==> src/rtl/node_core_engine_if.sv <==
// rtl/node_core_engine_if.sv - valid/ready channels between the node core engine and its neighbours
// Channels:
//   dg_*       generator -> engine, 8-bit {dest, payload}
//   pkt_out_*  engine -> merge, 11-bit {dest, cw}
//   ctrl_out_* engine -> arbiter, 2-bit merge-control token
//   pkt_in_*   path computation -> engine, 11-bit {addr, cw}
//   db_*       engine -> bucket, 8-bit {addr, payload}
// slave modport: engine side. master modport: environment side.
`timescale 1ns/1ps
interface node_core_engine_if;
  logic [7:0]  dg_data;
  logic        dg_valid;
  logic        dg_ready;
  logic [10:0] pkt_out_data;
  logic        pkt_out_valid;
  logic        pkt_out_ready;
  logic [1:0]  ctrl_out_data;
  logic        ctrl_out_valid;
  logic        ctrl_out_ready;
  logic [10:0] pkt_in_data;
  logic        pkt_in_valid;
  logic        pkt_in_ready;
  logic [7:0]  db_data;
  logic        db_valid;
  logic        db_ready;

  modport slave (
    input  dg_data, dg_valid, pkt_out_ready, ctrl_out_ready, pkt_in_data, pkt_in_valid, db_ready,
    output dg_ready, pkt_out_data, pkt_out_valid, ctrl_out_data, ctrl_out_valid, pkt_in_ready,
           db_data, db_valid
  );

  modport master (
    output dg_data, dg_valid, pkt_out_ready, ctrl_out_ready, pkt_in_data, pkt_in_valid, db_ready,
    input  dg_ready, pkt_out_data, pkt_out_valid, ctrl_out_data, ctrl_out_valid, pkt_in_ready,
           db_data, db_valid
  );
endinterface

==> src/rtl/node_core_engine.sv <==
// rtl/node_core_engine.sv - NoC node core endpoint: Hamming(7,4) TX encode, RX decode, local loopback
// Ports:
//   clk        rising-edge clock
//   reset      synchronous, active-high
//   bus        node_core_engine_if.slave (dg, pkt_out, ctrl_out, pkt_in, db channels)
//   tx_count   packets fully sent (pkt and ctrl both handshaken)
//   rx_count   words delivered to the bucket
//   err_count  corrected packets (only with HAMMING_CORRECT_EN)
// Build option: HAMMING_CORRECT_EN enables single-bit correction on RX and the err_count port.
`timescale 1ns/1ps
module node_core_engine #(
  parameter logic [3:0] MY_IP = 4'b0000,
  parameter int         CNT_W = 16
) (
  input  logic             clk,
  input  logic             reset,
  node_core_engine_if.slave bus,
  output logic [CNT_W-1:0] tx_count,
  output logic [CNT_W-1:0] rx_count
`ifdef HAMMING_CORRECT_EN
  ,
  output logic [CNT_W-1:0] err_count
`endif
);

  // cw = {d3, d2, d1, p4, d0, p2, p1}
  function automatic logic [6:0] f_encode(input logic [3:0] d);
    return {d[3], d[2], d[1], d[1] ^ d[2] ^ d[3], d[0], d[0] ^ d[2] ^ d[3], d[0] ^ d[1] ^ d[3]};
  endfunction

  logic             r_tx_full;
  logic             r_pkt_out_valid;
  logic             r_ctrl_out_valid;
  logic [10:0]      r_pkt_out_data;
  logic             r_rx_full;
  logic [7:0]       r_db_data;
  logic [CNT_W-1:0] r_tx_count;
  logic [CNT_W-1:0] r_rx_count;

  logic       w_dg_loop;
  logic       w_dg_ready;
  logic       w_dg_xfer;
  logic       w_tx_load;
  logic       w_loop_load;
  logic       w_tx_last;
  logic       w_pkt_in_xfer;
  logic       w_db_done;
  logic [6:0] w_rx_cw;
  logic [3:0] w_rx_payload;

  assign w_dg_loop = (bus.dg_data[7:4] == MY_IP);

  // A loopback word needs the RX buffer, which an incoming packet claims first.
  assign w_dg_ready    = !r_tx_full && !(w_dg_loop && (r_rx_full || bus.pkt_in_valid));
  assign w_dg_xfer     = bus.dg_valid && w_dg_ready;
  assign w_tx_load     = w_dg_xfer && !w_dg_loop;
  assign w_loop_load   = w_dg_xfer && w_dg_loop;
  assign w_pkt_in_xfer = bus.pkt_in_valid && !r_rx_full;
  assign w_db_done     = r_rx_full && bus.db_ready;

  // The TX entry frees once every output still pending completes this cycle.
  assign w_tx_last = r_tx_full
                  && (!r_pkt_out_valid  || bus.pkt_out_ready)
                  && (!r_ctrl_out_valid || bus.ctrl_out_ready);

  assign w_rx_cw = bus.pkt_in_data[6:0];

`ifdef HAMMING_CORRECT_EN
  logic [CNT_W-1:0] r_err_count;
  logic [2:0]       w_syn;
  logic [6:0]       w_cw_fix;

  // Syndrome value is the 1-based position of a single flipped bit.
  assign w_syn = {w_rx_cw[3] ^ w_rx_cw[4] ^ w_rx_cw[5] ^ w_rx_cw[6],
                  w_rx_cw[1] ^ w_rx_cw[2] ^ w_rx_cw[5] ^ w_rx_cw[6],
                  w_rx_cw[0] ^ w_rx_cw[2] ^ w_rx_cw[4] ^ w_rx_cw[6]};

  always_comb begin
    w_cw_fix = w_rx_cw;
    if (w_syn != 3'd0) begin
      w_cw_fix[w_syn - 3'd1] = ~w_rx_cw[w_syn - 3'd1];
    end
  end

  assign w_rx_payload = {w_cw_fix[6], w_cw_fix[5], w_cw_fix[4], w_cw_fix[2]};
  assign err_count    = r_err_count;

  always_ff @(posedge clk) begin
    if (reset) begin
      r_err_count <= '0;
    end else if (w_pkt_in_xfer && (w_syn != 3'd0)) begin
      r_err_count <= r_err_count + CNT_W'(1);
    end
  end
`else
  // Parity bits are only consulted when correction is built in.
  logic w_unused_parity;
  assign w_unused_parity = ^{w_rx_cw[3], w_rx_cw[1], w_rx_cw[0]};
  assign w_rx_payload    = {w_rx_cw[6], w_rx_cw[5], w_rx_cw[4], w_rx_cw[2]};
`endif

  always_ff @(posedge clk) begin
    if (reset) begin
      r_tx_full        <= 1'b0;
      r_pkt_out_valid  <= 1'b0;
      r_ctrl_out_valid <= 1'b0;
      r_pkt_out_data   <= '0;
      r_rx_full        <= 1'b0;
      r_db_data        <= '0;
      r_tx_count       <= '0;
      r_rx_count       <= '0;
    end else begin
      // TX: load only happens while empty, so it never overlaps a drain.
      if (w_tx_load) begin
        r_tx_full        <= 1'b1;
        r_pkt_out_valid  <= 1'b1;
        r_ctrl_out_valid <= 1'b1;
        r_pkt_out_data   <= {bus.dg_data[7:4], f_encode(bus.dg_data[3:0])};
      end else begin
        if (r_pkt_out_valid && bus.pkt_out_ready) begin
          r_pkt_out_valid <= 1'b0;
        end
        if (r_ctrl_out_valid && bus.ctrl_out_ready) begin
          r_ctrl_out_valid <= 1'b0;
        end
        if (w_tx_last) begin
          r_tx_full  <= 1'b0;
          r_tx_count <= r_tx_count + CNT_W'(1);
        end
      end

      // RX: both fills require an empty buffer, so no fill coincides with a drain.
      if (w_pkt_in_xfer) begin
        r_rx_full <= 1'b1;
        r_db_data <= {bus.pkt_in_data[10:7], w_rx_payload};
      end else if (w_loop_load) begin
        r_rx_full <= 1'b1;
        r_db_data <= bus.dg_data;
      end else if (w_db_done) begin
        r_rx_full  <= 1'b0;
        r_rx_count <= r_rx_count + CNT_W'(1);
      end
    end
  end

  assign bus.dg_ready       = w_dg_ready;
  assign bus.pkt_out_valid  = r_pkt_out_valid;
  assign bus.pkt_out_data   = r_pkt_out_data;
  assign bus.ctrl_out_valid = r_ctrl_out_valid;
  assign bus.ctrl_out_data  = 2'b01;
  assign bus.pkt_in_ready   = !r_rx_full;
  assign bus.db_valid       = r_rx_full;
  assign bus.db_data        = r_db_data;
  assign tx_count           = r_tx_count;
  assign rx_count           = r_rx_count;

endmodule

==> src/flat_wrapper.sv <==
// flat-port wrapper written by rule: the top's interface ports become plain ports
module node_core_engine_flat 
#(
  parameter logic [3:0] MY_IP = 4'b0000,
  parameter int         CNT_W = 16
)
  (clk, reset, tx_count, rx_count, bus_dg_data, bus_dg_valid, bus_pkt_out_ready, bus_ctrl_out_ready, bus_pkt_in_data, bus_pkt_in_valid, bus_db_ready, bus_dg_ready, bus_pkt_out_data, bus_pkt_out_valid, bus_ctrl_out_data, bus_ctrl_out_valid, bus_pkt_in_ready, bus_db_data, bus_db_valid);
  node_core_engine_if bus_i ();
  input  logic clk;
  input  logic reset;
  output logic [CNT_W-1:0] tx_count;
  output logic [CNT_W-1:0] rx_count;
  input wire logic [$bits(bus_i.dg_data)-1:0] bus_dg_data;
  input wire logic [$bits(bus_i.dg_valid)-1:0] bus_dg_valid;
  input wire logic [$bits(bus_i.pkt_out_ready)-1:0] bus_pkt_out_ready;
  input wire logic [$bits(bus_i.ctrl_out_ready)-1:0] bus_ctrl_out_ready;
  input wire logic [$bits(bus_i.pkt_in_data)-1:0] bus_pkt_in_data;
  input wire logic [$bits(bus_i.pkt_in_valid)-1:0] bus_pkt_in_valid;
  input wire logic [$bits(bus_i.db_ready)-1:0] bus_db_ready;
  output wire logic [$bits(bus_i.dg_ready)-1:0] bus_dg_ready;
  output wire logic [$bits(bus_i.pkt_out_data)-1:0] bus_pkt_out_data;
  output wire logic [$bits(bus_i.pkt_out_valid)-1:0] bus_pkt_out_valid;
  output wire logic [$bits(bus_i.ctrl_out_data)-1:0] bus_ctrl_out_data;
  output wire logic [$bits(bus_i.ctrl_out_valid)-1:0] bus_ctrl_out_valid;
  output wire logic [$bits(bus_i.pkt_in_ready)-1:0] bus_pkt_in_ready;
  output wire logic [$bits(bus_i.db_data)-1:0] bus_db_data;
  output wire logic [$bits(bus_i.db_valid)-1:0] bus_db_valid;
  assign bus_i.dg_data = bus_dg_data;
  assign bus_i.dg_valid = bus_dg_valid;
  assign bus_i.pkt_out_ready = bus_pkt_out_ready;
  assign bus_i.ctrl_out_ready = bus_ctrl_out_ready;
  assign bus_i.pkt_in_data = bus_pkt_in_data;
  assign bus_i.pkt_in_valid = bus_pkt_in_valid;
  assign bus_i.db_ready = bus_db_ready;
  assign bus_dg_ready = bus_i.dg_ready;
  assign bus_pkt_out_data = bus_i.pkt_out_data;
  assign bus_pkt_out_valid = bus_i.pkt_out_valid;
  assign bus_ctrl_out_data = bus_i.ctrl_out_data;
  assign bus_ctrl_out_valid = bus_i.ctrl_out_valid;
  assign bus_pkt_in_ready = bus_i.pkt_in_ready;
  assign bus_db_data = bus_i.db_data;
  assign bus_db_valid = bus_i.db_valid;
  node_core_engine #(.MY_IP(MY_IP), .CNT_W(CNT_W)) u_core (.clk(clk), .reset(reset), .bus(bus_i), .tx_count(tx_count), .rx_count(rx_count));
endmodule
==> config.mk <==
export PLATFORM = sky130hd
export DESIGN_NAME = node_core_engine_flat
export DESIGN_NICKNAME = d
export VERILOG_FILES = /design/src/rtl/node_core_engine_if.sv /design/src/rtl/node_core_engine.sv /design/src/flat_wrapper.sv
export SDC_FILE = /design/constraint.sdc
export NUM_CORES = 1
export LEC_CHECK = 0
export BUFFER_PORTS_ARGS = -buffer_cell sky130_fd_sc_hd__buf_2
export CORE_UTILIZATION = 50
export DETAILED_ROUTE_END_ITERATION = 6
export PLACE_DENSITY = 0.77
export SLEW_MARGIN = 30
export SYNTH_ARGS = -nofsm -noshare
export SYNTH_HDL_FRONTEND = slang
export SYNTH_SLANG_ARGS = --single-unit
==> constraint.sdc <==
create_clock -name clk -period 3.9 [get_ports clk]
set_input_delay 0.78 -clock clk [delete_from_list [all_inputs] [get_ports clk]]
set_output_delay 0.78 -clock clk [all_outputs]
set_load 0.01 [all_outputs]
# Word-level counts from Yosys, hierarchy flattened
# Cells that the tools add are included.
dict set report op_classes {
  muxes 11
  n_shift 0
  multipliers 0
  n_eq_ne 0
  div_mod_pow 0
  order_cmp 0
  addsub 2
  bitwise_logic 9
  n_reduce_logical 28
}
# op n
set ops {}
lappend ops {{$add 16x1->16 const B} 2}
lappend ops {{$mux 8} 2}
lappend ops {{$logic_and 1x1->1} 11}
lappend ops {{$mux 1} 9}
lappend ops {{$reduce_bool 2->1} 4}
lappend ops {{$logic_not 1->1} 6}
lappend ops {{$xor 1x1->1} 6}
lappend ops {{$logic_not 4->1} 1}
lappend ops {{$logic_or 1x1->1} 3}
lappend ops {{$not 1->1} 3}
lappend ops {{$reduce_and 3->1} 1}
lappend ops {{$reduce_bool 3->1} 1}
lappend ops {{$reduce_and 2->1} 1}
dict set report word_totals {
  n_memories 0
  latchBits 0
  reg_bits 55
  output_inout_bits 58
  inputBits 26
  wordCells 58
  romBits 0
  mem_bits_rw 0
}

# Depth between registers and ports, before layout
# Gate-level depths: netlist of the first run.
dict set report logic_depth {
  word_depth 8
  depth_mapped 6
  mapped_depth_nobuf 5
}

# Worst setup path after synthesis of the first run
# No wires, ideal clock.
dict set report synth_path {
  path_kind {in2out}
  from {in bus_pkt_in_valid}
  to {out bus_dg_ready}
  arrival_ns 1.488
  path_buffers 1
  path_stages 3
  slack_ns 1.632
  required_time_ns 3.120
  path_cell_list {clkbuf_1 > or2_2 > a21oi_1}
}
dict set report synth_between {
  elab_chain_cells 4
}
# element line_no
set synth_rtl {}
lappend synth_rtl {{start, declared} flat_wrapper.sv:18} ;# input wire logic [$bits(bus_i.pkt_in_valid)-1:0] bus_pkt_in_valid;
lappend synth_rtl {{$logic_or 1x1->1} node_core_engine.sv:54} ;# assign w_dg_ready = !r_tx_full && !(w_dg_loop && (r_rx_full || bus.pkt_in_valid));
lappend synth_rtl {{$logic_and 1x1->1} node_core_engine.sv:54}
lappend synth_rtl {{$logic_not 1->1} node_core_engine.sv:54}
lappend synth_rtl {{$logic_and 1x1->1} node_core_engine.sv:54}
lappend synth_rtl {{end, declared} flat_wrapper.sv:20} ;# output wire logic [$bits(bus_i.dg_ready)-1:0] bus_dg_ready;
# No other way between the ends.

# Final worst setup path of the first run
dict set report layout_path {
  from {in bus_dg_data[7]}
  to {out bus_dg_ready}
}
dict set report layout_between {
  elab_chain_cells 4
}
# element line_no
set layout_rtl {}
lappend layout_rtl {{start, declared} flat_wrapper.sv:13} ;# input wire logic [$bits(bus_i.dg_data)-1:0] bus_dg_data;
lappend layout_rtl {{$logic_not 4->1} node_core_engine.sv:51} ;# assign w_dg_loop = (bus.dg_data[7:4] == MY_IP);
lappend layout_rtl {{$logic_and 1x1->1} node_core_engine.sv:54}
lappend layout_rtl {{$logic_not 1->1} node_core_engine.sv:54}
lappend layout_rtl {{$logic_and 1x1->1} node_core_engine.sv:54}
# No other way between the ends.

==> results of run 1 <==
## cell usage in the layout, fill, tap and decap left out, types with 2 or more instances in the layout
master    instances
a21oi_1          37
a22oi_1           3
a311oi_1          4
and3_1            2
buf_2            78
clkbuf_8          5
conb_1            2
dfxtp_1          55
ha_1              2
inv_1             6
mux2i_1           5
nand2_1          32
nand2b_1          3
nand3_1          10
nand4_1           9
nor2_1           23
nor2b_1           4
nor3_1            4
nor4_1            6
o21ai_0          11
o31ai_1           7
or3_1             7
or4_1             7
xnor2_1          12
xor2_1            7
## flip-flops by register name, indices dropped and copies added (netlist names)
register                   cells
u_core.bus.db_data             8
u_core.r_tx_full               1
u_core.tx_count               16
u_core.bus.pkt_out_valid       1
u_core.bus.ctrl_out_valid      1
u_core.bus.db_valid            1
u_core.bus.pkt_out_data       11
u_core.rx_count               16
## cell type report
cell class              instances  area [um2]  share of cell area
repair buffers                 79         398               0.139
flip-flops and latches         55        1100               0.385
inverters                       7        26.3             0.00918
well taps                      52        65.1              0.0227
clock buffers                   6        72.6              0.0253
multi-input cells             205        1200               0.419
## where the power goes
part | switching (mW) | internal (mW)
clock network | 0.170 | 0.120
logic | 0.0679 | 0.0472
registers | 0.0172 | 0.582
## worst min-delay path by stage
| stage | cells after the start | end | start | slack, ps |
|---|---|---|---|---|
| after detailed placement | 2 | u_core.bus.pkt_out_data[0] | u_core.bus.pkt_out_data[0] | 440 |
| after global routing | 2 | u_core.bus.pkt_out_data[1] | u_core.bus.pkt_out_data[1] | 470 |
| final | 2 | u_core.bus.pkt_out_data[1] | u_core.bus.pkt_out_data[1] | 460 |
| after CTS | 2 | u_core.bus.pkt_out_data[0] | u_core.bus.pkt_out_data[0] | 460 |
| after global placement | 2 | u_core.bus.pkt_out_data[3] | u_core.bus.pkt_out_data[3] | 440 |
| after floorplan | 2 | u_core.bus.pkt_out_data[0] | u_core.bus.pkt_out_data[0] | 480 |
## critical path, stage by stage
cell     delay, ps
buf_2          110
nor4_2         450
a21oi_1        110
buf_2          160
## layer usage
metal  vias up  wire length, um
met5         -                0
met4         0              122
met3        12              296
met2        64             2270
met1       986             2570
li1       1137                -
## cells by family after synthesis
group,share of synthesized area
mux,0.0254
simple gates,0.234
xor+xnor,0.0691
other cells,0.00312
buf+inv,0.0452
flops,0.457
fa+ha+maj,0.0104
compound gates,0.156
==> results.md, run 1 <==
- Status: finished clean
- Hold-fix buffers at CTS: 0
- Hpwl dp: roughly 3700 um
- Clock Tree Root: clkbuf_8
- Worst slew pin tran: 538 ps
- Placed Area: ~2800 um2
- CP endpoint kind: output pin
- Max Cap Viol: 0
- Worst hold slack: approximately 460 ps
- Reg-to-reg endpoint: u_core.tx_count[15]
- Avg Cell Area, Syn: about 8.5 um2
- Drt initial violations: between 100 and 150
- Met2 GRT Util: 0.303
- Synth top area cells: dfxtp_1 46%, a21oi_1 7.7%, nand2_1 5.0%
- Place WS: ~1500 ps
- Total gr overflow: 0
- Met1 usage: 0.280
- Top-count cell post-synth: dfxtp_1
- First-pass GRT wire length: approximately 8300 um
- Vias in the first global route: around 1800
- I/O Buffers: 78
- Setup crit end: bus_dg_ready
- R2R depth: 4
- Minimum clock period: 2400 ps
- Die H: around 71 um
- Final WS setup: 1500 ps
- TNS Setup: 0 ps
- RePlAce Congestion: 0.792
- DR vias/cell: roughly 5.4
- Total Wirelength: 5260 um
- H-Tree Depth: 2
- Post-CTS sizing: 0
- Synth Instances: 284
- WP data required: 3120 ps
- GRT Overall Usage: 0.206
- Count of final hold-check violations: 0
- Asr flop ratio synth: 0
- Share of the yosys chip area belonging to registers: 0.457
- First-pass DRT Iterations: 4
- # Post-CTS Setup Buffers: 0
- Worst-Skew Late Latency: 300 ps
- CP Launch Type: input port
- Hold Path Class: register to register
- Most Used Layer, Global Route: met2
- Maximum VDD drop: about 0.00025 V
- Antenna-violating nets left: 0
- Slew Limit Fails: 0
- Worst R2R Setup Slack: around 2000 ps
- ANT cells: 0
- Kind of critical path: input port to output pin
- Fin Clk Skew: 2.83 ps
- Synth area leader: dfxtp_1
- Slew margin rel.: 0.641
- Commonest cells in the netlist: 55 x dfxtp_1, 37 x a21oi_1, 32 x nand2_1, 23 x nor2_1, 12 x xnor2_1
- Leakage: ~1.2 nW
- CTS Buffer Depth: 2
- Post-layout util: 0.636
- RSZ-0062 raised after global routing: false
- TritonCTS clock tree: done
- EDFF count, synth: 0
- Final cycle utilization of the critical path: 0.614
- Area grow syn2layout: 18.8%
- Core area: roughly 4500 um2
- Share of cells above drive strength 1: 0.253
- Prevailing post-synth register cell: dfxtp_1
- Yosys top cell area share: 0.457
- Reg2reg start: u_core.tx_count[2]
- Max frequency: 417 MHz
- Number of synthesized register bits: 55
- WL/cell: 13.0 um
- Antenna violations before repair: 0
- Final Non-Filler Cells: ~400
- Io pins: 84
- CTS sink count: 55
- Syn_nets: approximately 310
- Die footprint: between 5000 and 6000 um2
- FP Rows: 24
- Via count: roughly 2200
- CTS clk-pin slew, worst paths: approximately 90 ps
- Num CTS Buffers: 5
- Initial core utilization: 0.535
- Die width: 71.4 um
- Worst Path Arrival: about 1600 ps
- Layout Nets: between 300 and 400
- PwrDens: between 300 and 400 nW/um2
- Pin count of the biggest net entering global routing: 31
- Fillcell total: 394
- Number of remaining DRC errors: 0
- Synthesized area: approximately 2400 um2
- Distinct cell type count after synthesis: 37
- Final Power: around 1 mW
- Maximum fanout along the worst path: 5
- Met3 usage: 0.0577
- Setup Viol. Count Final: 0
- Synth warn: 0
- Worst setup path startpoint: bus_dg_data[7]
- Cell total after placement: 398
- Finished Cell Area: around 2900 um2
Power figures use the tool's default switching activity.
==> inputs of run 2 (changes only) <==
- CORE_UTILIZATION: 50 -> 45
- PLACE_DENSITY: 0.77 -> 0.73
- clock period: 3.9 -> 2 ns (I/O delays scaled with it)
==> run 2 against run 1 <==
Against the previous run: largest cell class unchanged; cell count grew 7.9%; clock power grew to 2.6 times the previous value; critical path type is now register to output pin; via count increased by 3.1%; clock-buffer cell count did not move; highest routed layer unchanged; worst setup slack lost 1400 ps.
==> results.md, run 2 (synthesis gave the netlist of run 1 again) <==
- PwrDens: between 700 and 800 nW/um2
- Top sig layer: met4
- Clock Tree Root: clkbuf_8
- CTS Buffer Depth: 2
- Minimum clock period: ~1800 ps
- Core area: between 5000 and 6000 um2
- Fin Clk Skew: between 9 and 10 ps
- Met2 wire len: between 2000 and 2500 um
- Vias in the first global route: 1975
- Hold Path Class: input port to register
- Status: finished clean
- GRT Overall Usage: 0.201
- Hpwl dp: approximately 4000 um
- Worst Path Arrival: between 1000 and 1500 ps
- Initial core utilization: 0.469
- Final Power: 2.17 mW
- DR vias/cell: approximately 5.2
- WP data required: about 1600 ps
- First-pass DRT Iterations: 4
- FP Rows: 26
- Worst R2R Setup Slack: 320 ps
- Number of remaining DRC errors: 0
- Worst setup path startpoint: u_core.bus.db_valid
- Leakage: between 1 and 1.5 nW
- Via count: 2267
- WL/cell: approximately 12 um
- Final cycle utilization of the critical path: 0.924
- Max frequency: about 540 MHz
- TNS Setup: 0 ps
- Post-CTS sizing: 0
- Slew Limit Fails: 0
- Io pins: 84
- Kind of critical path: register to output pin
- CTS clk-pin slew, worst paths: about 90 ps
- Antenna violations before repair: 0
- CP endpoint kind: output pin
- Worst-Skew Late Latency: around 300 ps
- Place WS: 222 ps
- Metal3 WL: 327 um
- Pin count of the biggest net entering global routing: 20
- Worst hold start: bus_pkt_in_data[7]
- Antenna-violating nets left: 0
- Slew margin rel.: 0.650
- CP Launch Type: register
- Share of cells above drive strength 1: 0.284
- RePlAce Congestion: slightly below 0.8
- Die footprint: approximately 5700 um2
- Most frequent cells in the layout: 78 x buf_2, 55 x dfxtp_1, 37 x a21oi_1, 32 x nand2_1, 23 x nor2_1
- Worst slew pin tran: between 500 and 600 ps
- # Post-CTS Setup Buffers: 0
- Die width: around 75 um
- Post-layout util: 0.588
- Reg2reg start: u_core.tx_count[3]
- First-pass GRT wire length: between 8000 and 9000 um
- Maximum VDD drop: around 0.00031 V
- Die H: around 75 um
- ANT cells: 0
- I/O Buffers: around 80
- Setup Viol. Count Final: 0
- Hold-fix buffers at CTS: 0
- Layout Nets: between 300 and 400
- Maximum fanout along the worst path: 9
- Area grow syn2layout: 25.3%
- Total Wirelength: between 5000 and 6000 um
- Final WS setup: about 150 ps
- TritonCTS clock tree: done
- Max Cap Viol: 0
- RSZ-0062 raised after global routing: false
- WL met1: 2580 um
- Worst hold slack: ~330 ps
- H-Tree Depth: 2
- Total gr overflow: 0
- Count of final hold-check violations: 0
- CTS sink count: 55
- Drt initial violations: between 100 and 150
- Commonest non-fill, non-tap cell in the layout: buf_2
- Num CTS Buffers: 5
## run 2: power breakdown
group,internal [mW],switching (mW),total [mW]
clock network,0.406,0.350,0.756
logic,0.110,0.148,0.258
registers,1.13,0.0231,1.16
total,1.65,0.521,2.17
## run 2: layer usage
| metal | track usage | vias up |
|---|---|---|
| met5 | 0 | - |
| met4 | 0.0782 | 0 |
| met3 | 0.0388 | 8 |
| met2 | 0.317 | 67 |
| met1 | 0.273 | 1031 |
| li1 | - | 1161 |
## run 2: area by class of cell
cell class	count	area, um2
Inverter	7	26.3
Clock buffer	6	82.6
Tap cell	70	87.6
Clock inverter	2	35.0
Sequential cell	55	1100
Timing Repair Buffer	91	488
Fill cell	488	2120
Multi-Input combinational cell	205	1200
## run 2: through the flow
stage	area (um2)	instances
CTS	3020	436
finish	3020	436
detailed placement	2900	428
global route	3020	436
global placement	2900	428
floorplan	2410	284
## run 2: worst max-delay path, cell delays in order, from the launching register on
cell and delay, ps:
dfxtp_1 370, buf_4 180, or2_2 290, a21oi_1 160, buf_2 150
## run 2: final timing paths
kind	end	depth (start not counted)
worst min-delay path	u_core.bus.db_data[4]	3
worst min register to register	u_core.bus.pkt_out_data[4]	2
worst max-delay path	bus_dg_ready	4
worst max register to register	u_core.tx_count[9]	5
==> inputs of run 3 (changes only) <==
- ABC_AREA: not set -> 1
- CORE_UTILIZATION: 45 -> 46
- PLACE_DENSITY: 0.73 -> 0.72
==> run 3 against run 2 <==
Against the previous run: critical path type unchanged; largest power group unchanged; clock-buffer cell count up 1; highest routed layer unchanged; core utilization decreased by 1.1 points; combinational power is 15% higher.
==> results.md, run 3 <==
- Fin Clk Skew: approximately 5.7 ps
- Synthesized area: 2780 um2
- Setup Viol. Count Final: 0
- I/O Buffers: approximately 80
- Die H: 79.7 um
- First-pass GRT wire length: about 11000 um
- RePlAce Congestion: between 0.8 and 0.9
- GRT Overall Usage: 0.210
- Met3 usage: 0.0423
- Antenna-violating nets left: 0
- Count of final hold-check violations: 0
- Share of cells above drive strength 1: 0.241
- WL/cell: 11.4 um
- CTS Buffer Depth: 2
- TritonCTS clock tree: done
- Maximum fanout along the worst path: 4
- Total Wirelength: 6290 um
- Max Cap Viol: 0
- EDFF count, synth: 0
- DR vias/cell: 4.92
- Total gr overflow: 0
- Vias in the first global route: approximately 2500
- Minimum clock period: 1640 ps
- Commonest non-fill, non-tap cell in the layout: nand2_1
- Area grow syn2layout: 17.8%
- Crit-path cells: nor2_1 > o21ai_0 > inv_1 > buf_2
- Synth area leader: dfxtp_1
- Drt initial violations: about 110
- Slowest stage delay, CP: between 300 and 400 ps
- Status: finished clean
- Syn_nets: between 400 and 500
- Max frequency: between 600 and 700 MHz
- Synth warn: 0
- Avg Cell Area, Syn: 6.92 um2
- First-pass DRT Iterations: 4
- H-Tree Depth: 2
- Slew Limit Fails: 0
- Share of the yosys chip area belonging to registers: 0.397
- Post-CTS sizing: 0
- Worst hold slack: around 350 ps
- Leakage: about 1.5 nW
- Maximum VDD drop: between 0.0005 and 0.0006 V
- Num CTS Buffers: 5
- Most frequent cells in the layout: 106 x nand2_1, 78 x buf_2, 55 x dfxtp_1, 52 x nor2_1, 41 x inv_1
- Die width: approximately 80 um
- Fillcell total: around 550
- Met2 GRT Util: 0.371
- Kind of critical path: register to output pin
- # Post-CTS Setup Buffers: 0
- RSZ-0062 raised after global routing: false
- Worst-Skew Late Latency: 300 ps
- Hpwl dp: between 4000 and 5000 um
- Yosys top cell area share: 0.397
- Initial core utilization: 0.489
- CP endpoint kind: output pin
- CTS clk-pin slew, worst paths: roughly 90 ps
- Worst Path Arrival: 1240 ps
- Core area: 5680 um2
- Synth top area cells: dfxtp_1 40%, nand2_1 14%, nor2_1 7.0%
- CP Launch Type: register
- CTS sink count: 55
- Distinct cell type count after synthesis: 31
- Layout Nets: approximately 500
- Number of synthesized register bits: 55
- Synth Instances: between 400 and 500
- Final cycle utilization of the critical path: 0.818
- Commonest cells in the netlist: 106 x nand2_1, 55 x dfxtp_1, 52 x nor2_1, 41 x inv_1, 38 x a21oi_1
- Slowest-stage cell, CP: dfxtp_1
- Hold-fix buffers at CTS: 0
- Number of remaining DRC errors: 0
- WP data required: ~1600 ps
- ANT cells: 0
- Most Used Layer, Global Route: met2
- PwrDens: 627 nW/um2
- Top-count cell post-synth: nand2_1
- Antenna violations before repair: 0
- Via count: between 2000 and 3000
- TNS Setup: 0 ps
- Hold Path Class: input port to register
- Met1 usage: 0.252
- Pin count of the biggest net entering global routing: 25
- Die footprint: roughly 6400 um2
- Clock Tree Root: clkbuf_8
- FP Rows: 27
- Asr flop ratio synth: 0
- Io pins: between 80 and 90
- Prevailing post-synth register cell: dfxtp_1
==> run 3: changes by cell type after synthesis, sizes merged, moves of 5 or more <==
| cell | before | now |
|---|---|---|
| nand3 | 10 | 23 |
| or3 | 7 | 0 |
| inv | 6 | 45 |
| clkbuf | 9 | 4 |
| nor2 | 23 | 58 |
| xnor2 | 12 | 5 |
| o31ai | 7 | 0 |
| nand2 | 32 | 113 |
| or4 | 7 | 0 |
| nor4 | 7 | 0 |
| nor3 | 4 | 11 |
| mux2i | 5 | 0 |
==> run 3: final timing paths <==
check	start	end	slack (ps)	cells past startpoint
setup / recovery	u_core.bus.db_valid	bus_dg_ready	360	4
hold / removal	bus_dg_data[3]	u_core.bus.pkt_out_data[6]	350	3
setup reg to reg	u_core.rx_count[0]	u_core.rx_count[12]	470	9
hold reg to reg	u_core.bus.pkt_out_data[2]	u_core.bus.pkt_out_data[2]	460	2
==> run 3: layout make-up <==
cell class,instances,area (um2),area share
Multi-Input combinational cell,286,1400,0.428
Sequential cell,55,1100,0.337
Timing Repair Buffer,83,428,0.131
Inverter,45,169,0.0516
Tap cell,72,90.1,0.0275
Clock buffer,7,76.3,0.0233
Clock inverter,1,5.00,0.00153
==> run 3: metrics by stage <==
| step | instance area, um2 | power [mW] | instances | utilization | setup slack (ps) |
|---|---|---|---|---|---|
| after floorplan | 2780 | 1.39 | 401 | - | 615 |
| after global placement | 3190 | 1.48 | 541 | 0.562 | 384 |
| after detailed placement | 3190 | 1.49 | 541 | 0.562 | 384 |
| after CTS | 3270 | 2.08 | 549 | 0.576 | 344 |
| after global routing | 3270 | 2.16 | 549 | 0.576 | 230 |
| final | 3270 | 2.05 | 549 | 0.576 | 363 |
==> run 3: kinds of logic (layout without fill, tap and decap cells) <==
kind of cell,after synthesis,count (layout),synth area share
and+or+nand+nor,216,216,0.354
buffers and inverters,60,136,0.0987
AOI/OAI and AO/OA,55,55,0.105
DFF,55,55,0.397
xor gates and xnor gates,11,11,0.0347
adders and majority gates,2,2,0.00901
other,2,2,0.00270
==> run 3: per-layer routing <==
metal,vias to the layer above,part of all wire
met1,1214,0.47
met3,13,0.037
met4,0,0.019
li1,1414,-
met5,-,0
met2,61,0.47
==> run 3: where the power goes <==
part / internal (mW) / leakage, nW / switching (mW)
Clock: 0.247 / 0.0422 / 0.342
Sequential: 1.14 / 0.448 / 0.0271
Combinational: 0.113 / 1.05 / 0.184
==> run 3: critical path: cells and delay by family, from the launching register on <==
family / cells / cell delay, ps
simple gates: 1 / 270
buf+inv: 2 / 180
compound gates: 1 / 140
flops: 1 / 350
